**src/rtl/mem_wb_stage.sv**
```systemverilog
// Memory/writeback stage: registers EX results (M), performs the data-memory access,
// then registers the writeback (W) that drives the register-file write port.
module mem_wb_stage #(
    parameter int DATA_W     = 16,
    parameter int REG_ADDR_W = 8,
    parameter int MEM_ADDR_W = 8
) (
    input  logic                  clk,
    input  logic                  rst,
    input  logic                  stall,
    input  logic                  MWE_In,
    input  logic                  Mux_In,
    input  logic                  RWE_In,
    input  logic [DATA_W-1:0]     ALU_Result_In,
    input  logic [DATA_W-1:0]     Data_B_In,
    input  logic [REG_ADDR_W-1:0] C_Reg_In,
    output logic                  RF_WE,
    output logic [REG_ADDR_W-1:0] RF_Addr,
    output logic [DATA_W-1:0]     RF_Data,
    output logic                  Fwd_M_Valid,
    output logic                  Fwd_M_IsLoad,
    output logic [REG_ADDR_W-1:0] Fwd_M_Addr,
    output logic [DATA_W-1:0]     Fwd_M_Data,
    output logic [15:0]           Retired_Count
);

    localparam int DEPTH = 1 << MEM_ADDR_W;

    logic                  m_mwe_q, m_mwe_d;
    logic                  m_mux_q, m_mux_d;
    logic                  m_rwe_q, m_rwe_d;
    logic [DATA_W-1:0]     m_alu_q, m_alu_d;
    logic [DATA_W-1:0]     m_datab_q, m_datab_d;
    logic [REG_ADDR_W-1:0] m_creg_q, m_creg_d;

    logic                  w_rwe_q, w_rwe_d;
    logic                  w_mux_q, w_mux_d;
    logic [REG_ADDR_W-1:0] w_creg_q, w_creg_d;
    logic [DATA_W-1:0]     w_alu_q, w_alu_d;
    logic [DATA_W-1:0]     w_load_q, w_load_d;

    logic [15:0]           retired_q, retired_d;

    logic [DATA_W-1:0]     mem [DEPTH];
    logic [MEM_ADDR_W-1:0] mem_addr;
    logic [DATA_W-1:0]     mem_rdata;

    always_comb begin
        // A stalled EX cycle enters M as a bubble; data fields keep their old values.
        m_mwe_d   = 1'b0;
        m_mux_d   = 1'b0;
        m_rwe_d   = 1'b0;
        m_alu_d   = m_alu_q;
        m_datab_d = m_datab_q;
        m_creg_d  = m_creg_q;
        if (!stall) begin
            m_mwe_d   = MWE_In;
            m_mux_d   = Mux_In;
            m_rwe_d   = RWE_In;
            m_alu_d   = ALU_Result_In;
            m_datab_d = Data_B_In;
            m_creg_d  = C_Reg_In;
        end

        mem_addr  = m_alu_q[MEM_ADDR_W-1:0];
        mem_rdata = mem[mem_addr];

        w_rwe_d   = m_rwe_q;
        w_mux_d   = m_mux_q;
        w_creg_d  = m_creg_q;
        w_alu_d   = m_alu_q;
        w_load_d  = mem_rdata;

        retired_d = retired_q + {15'd0, (m_mwe_q | m_rwe_q)};
    end

    always_ff @(posedge clk or posedge rst) begin
        if (rst) begin
            m_mwe_q   <= 1'b0;
            m_mux_q   <= 1'b0;
            m_rwe_q   <= 1'b0;
            m_alu_q   <= '0;
            m_datab_q <= '0;
            m_creg_q  <= '0;
            w_rwe_q   <= 1'b0;
            w_mux_q   <= 1'b0;
            w_creg_q  <= '0;
            w_alu_q   <= '0;
            w_load_q  <= '0;
            retired_q <= '0;
        end else begin
            m_mwe_q   <= m_mwe_d;
            m_mux_q   <= m_mux_d;
            m_rwe_q   <= m_rwe_d;
            m_alu_q   <= m_alu_d;
            m_datab_q <= m_datab_d;
            m_creg_q  <= m_creg_d;
            w_rwe_q   <= w_rwe_d;
            w_mux_q   <= w_mux_d;
            w_creg_q  <= w_creg_d;
            w_alu_q   <= w_alu_d;
            w_load_q  <= w_load_d;
            retired_q <= retired_d;
        end
    end

    // Memory contents are not reset; a store in M is dropped by reset because m_mwe_q clears.
    always_ff @(posedge clk) begin
        if (m_mwe_q) begin
            mem[mem_addr] <= m_datab_q;
        end
    end

    assign RF_WE         = w_rwe_q;
    assign RF_Addr       = w_creg_q;
    assign RF_Data       = w_mux_q ? w_load_q : w_alu_q;
    assign Fwd_M_Valid   = m_rwe_q;
    assign Fwd_M_IsLoad  = m_rwe_q & m_mux_q;
    assign Fwd_M_Addr    = m_creg_q;
    assign Fwd_M_Data    = m_alu_q;
    assign Retired_Count = retired_q;

endmodule

```
**config.mk**
```make
export PLATFORM = sky130hd
export DESIGN_NAME = mem_wb_stage
export DESIGN_NICKNAME = d
export VERILOG_FILES = /design/src/rtl/mem_wb_stage.sv
export SDC_FILE = /design/constraint.sdc
export NUM_CORES = 2
export LEC_CHECK = 0
export BUFFER_PORTS_ARGS = -buffer_cell sky130_fd_sc_hd__buf_2
export CORE_UTILIZATION = 40
export DETAILED_ROUTE_END_ITERATION = 10
export GPL_TIMING_DRIVEN = 1
export MAX_ROUTING_LAYER = met4
export SLEW_MARGIN = 0
export SYNTH_ARGS = -nofsm -noshare
export SYNTH_HDL_FRONTEND = slang
export SYNTH_SLANG_ARGS = --single-unit
```
**constraint.sdc**
```tcl
create_clock -name clk -period 6.43 [get_ports clk]
set_clock_uncertainty 0.15 [all_clocks]
set_input_delay 0.643 -clock clk [delete_from_list [all_inputs] [get_ports clk]]
set_output_delay 0.643 -clock clk [all_outputs]
set_load 0.02 [all_outputs]
```
==> flow_summary.json <==
{
  "cpPeakStageDelay_ns": 1.22,
  "drt_iter0_drc": 9065,
  "cts_sinks": 4197,
  "ioPinCount": 113,
  "max_slew_margin": -0.0137,
  "stdcell_area_um2": 182000,
  "finalNetCount": 7578,
  "htree_levels": 5,
  "floorplan.die.height_um": 631,
  "coreArea_um2": 393000,
  "syn_area_um2": 158000,
  "p_int_mw": 45.7,
  "status": "finished with violations",
  "max_freq_ghz": 0.204,
  "ant_nets": 0,
  "track_usage": 0.213,
  "switching_share": 0.234,
  "cap_violations": 0,
  "clockRootBuffer": "clkbuf_16",
  "initial_core_util": 0.403,
  "die_w_um": 631,
  "tightestPinTransition_ns": 1.52,
  "required_ns": 7.02,
  "hold_path.class": "in2async",
  "endpoint_kind": "register",
  "regToRegSetupSlack_ns": 1.53,
  "violations": "slew limit",
  "synth-edff-count": 4096,
  "powerDensity_nw_per_um2": 327,
  "period_needed_ns": 4.90,
  "dr.pass1.iters": 7,
  "ctsResizeCount": 0,
  "synth_fp_nets": 6967,
  "cts_tree": "built",
  "drive_gt1_frac": 0.297,
  "combPwrFrac": 0.081,
  "synth_cells": 6919,
  "clockBufferDepth": 4,
  "cp_data_arrival_time_ns": 5.49,
  "gp_congestion": 0.824,
  "dpl_cell_area_um2": 168000,
  "areaGrowthSynthToFinish_pct": 15.0,
  "grt_overflow_total": 0,
  "synth_ff_type": "edfxtp_1",
  "antenna_found_initial": 24,
  "setup_viol_count_final": 0,
  "timing.critical_path.mode_cell": "buf_4",
  "io_buffers": 112,
  "vias_per_cell": 5.87,
  "timing.rr.end": "w_load_q[6]",
  "final.period_utilization": 0.763,
  "cts_setup_buffers": 0,
  "ys_seq_area_frac": 0.792,
  "insertion_delay_ns": 0.99,
  "reg2reg_depth": 7,
  "ys_ff_latch": 4197,
  "drc": 0,
  "num_vias": 77300,
  "power_frac_seq": 0.520,
  "totalPowerFinal_mw": 59.6,
  "grt_pass1_wl_um": 590000,
  "crit_type": "reg2reg",
  "start_kind": "register",
  "syn_area_per_cell_um2": 22.9,
  "setup_tns_ns": 0,
  "leakage_nw": 56.4,
  "worstPathCellList": "buf_4 > buf_4 > mux4_2 > a22oi_1 > a21oi_1 > o41ai_2 > nand4_1",
  "ys_types": 28,
  "wl_um": 417000,
  "clkPwrFrac": 0.400,
  "p_switching_mw": 13.9,
  "hold_viol": 0,
  "rsz0062_at_grt": "no",
  "numCtsBuffers": 425,
  "die_area_um2": 399000,
  "cp_max_fo": 28,
  "slew_violations": 30,
  "dp_hpwl_um": 241000,
  "slowest_stage": "o41ai_2",
  "clkTransAtPathRegs_ns": 0.06,
  "first_global_vias": 77300,
  "grt_max_degree": 206,
  "post_drt_wl_per_cell_um": 31.7,
  "peakVddDrop_mv": 0.232,
  "rows": 230,
  "async_flop_share": 0.0241,
  "reg2reg_from": "Fwd_M_Data[0]",
  "synth_warnings": 0
}
==> area by class of cell <==
class / instances / area, um2
Clock buffer: 526 / 11200
Tap cell: 5220 / 6530
Sequential cell: 4197 / 126000
Inverter: 3 / 13.8
Fill cell: 32000 / 211000
Timing Repair Buffer: 612 / 4970
Antenna cell: 52 / 130
Clock inverter: 262 / 2210
Multi-Input combinational cell: 2291 / 31600
==> worst max-delay path by stage <==
| stage | to | slack (ns) | startpoint | depth (start not counted) |
|---|---|---|---|---|
| after global placement | w_load_q[10] | 1.05 | Fwd_M_Data[0] | 7 |
| after CTS | w_load_q[15] | 1.48 | Fwd_M_Data[0] | 6 |
| after floorplan | mem[0][0] | 2.30 | m_datab_q[0] | 0 |
| final | w_load_q[6] | 1.53 | Fwd_M_Data[0] | 7 |
| after detailed placement | w_load_q[15] | 1.55 | Fwd_M_Data[0] | 6 |
| after global routing | w_load_q[6] | 1.41 | Fwd_M_Data[0] | 7 |
==> Yosys cell counts, drive strengths merged, types with 27 or more instances <==
cell type	n	area (um2)
edfxtp	4096	123000
clkbuf	258	968
buf	170	862
a22oi	512	3840
mux2	56	631
o41ai	64	561
nor2	237	890
mux4	1024	23100
nor3	27	135
a21oi	256	1280
nand2	34	128
dfrtp	101	2530
==> cells in the final DEF (no fill, tap or decap), types with 4 or more instances in the layout <==
master	instances
clkinvlp_4	12
nor2_2	13
edfxtp_1	4096
buf_4	411
nor2b_1	6
clkbuf_1	89
xor2_1	4
dfrtp_4	18
xnor2_1	10
o41ai_2	27
o41ai_1	37
mux2_2	56
nor2_1	223
a22oi_1	512
a21oi_1	256
inv_6	11
nand2_1	33
nand3_2	4
bufinv_16	26
dfrtp_1	83
nand4_1	18
buf_2	113
clkinv_16	7
buf_12	44
nand2b_1	5
clkinv_2	88
clkbuf_8	8
clkinv_8	6
dlygate4sd3_1	44
mux4_2	1024
clkinv_1	105
nor3_2	20
diode_2	52
clkbuf_16	429
nand3_1	11
nor3_4	7
==> metal layers <==
metal	track usage	share of wire	vias up	routed length, um
met5	-	0	-	0
met4	0.0720	0.037	0	15600
met3	0.0351	0.083	674	34500
met2	0.328	0.48	3628	200000
met1	0.289	0.40	41900	167000
li1	-	-	31000	-
==> power by group through the flow <==
stage / clock network, mW / registers, mW / logic (mW)
after detailed placement: 0 / 31.6 / 4.85
after floorplan: 0 / 31.8 / 2.54
after global placement: 0 / 31.6 / 4.78
after CTS: 24.2 / 31.0 / 4.88
final: 23.8 / 31.0 / 4.81
after global routing: 25.2 / 31.0 / 5.05
==> critical path, delay by kind of cell, from the launching register on <==
kind	cells	cell delay (ns)
AOI/OAI and AO/OA	3	1.88
DFF	1	1.05
buffers and inverters	2	0.82
muxes	1	0.55
and+or+nand+nor	1	0.17
==> flip-flops by register name, indices dropped and copies added (netlist names), 8 cells and up <==
name and cells:
RF_Addr 8, mem 4096, w_load_q 16, m_datab_q 16
w_alu_q 16, Retired_Count 16, Fwd_M_Addr 8, Fwd_M_Data 16
==> kinds of logic after synthesis <==
logic type                 Yosys count  synth area share
and+or+nand+nor                    363           0.00975
adders and majority gates            2          0.000158
muxes                             1080             0.150
xor gates and xnor gates            14          0.000774
DFF                               4197             0.792
buffers and inverters              431            0.0116
AOI/OAI and AO/OA                  832            0.0359
==> per-stage QoR <==
stage / instances / util / hold WS, ns / setup WS, ns
5_1_grt: 13200 / 0.463 / 0.253 / 1.41
2_1_floorplan: 6919 / - / 0.197 / 2.30
4_1_cts: 13100 / 0.463 / 0.176 / 1.48
3_5_place_dp: 12300 / 0.428 / 0.226 / 1.55
6_report: 13200 / 0.463 / 0.220 / 1.53
3_3_place_gp: 12300 / 0.428 / 0.221 / 1.05
==> what timing repair did <==
action / 4_1_cts / 5_1_grt
setup endpoints to repair: 0 / 0
hold endpoints to repair: 104 / 0
hold buffers: 44 / 0
Power figures use the tool's default switching activity.
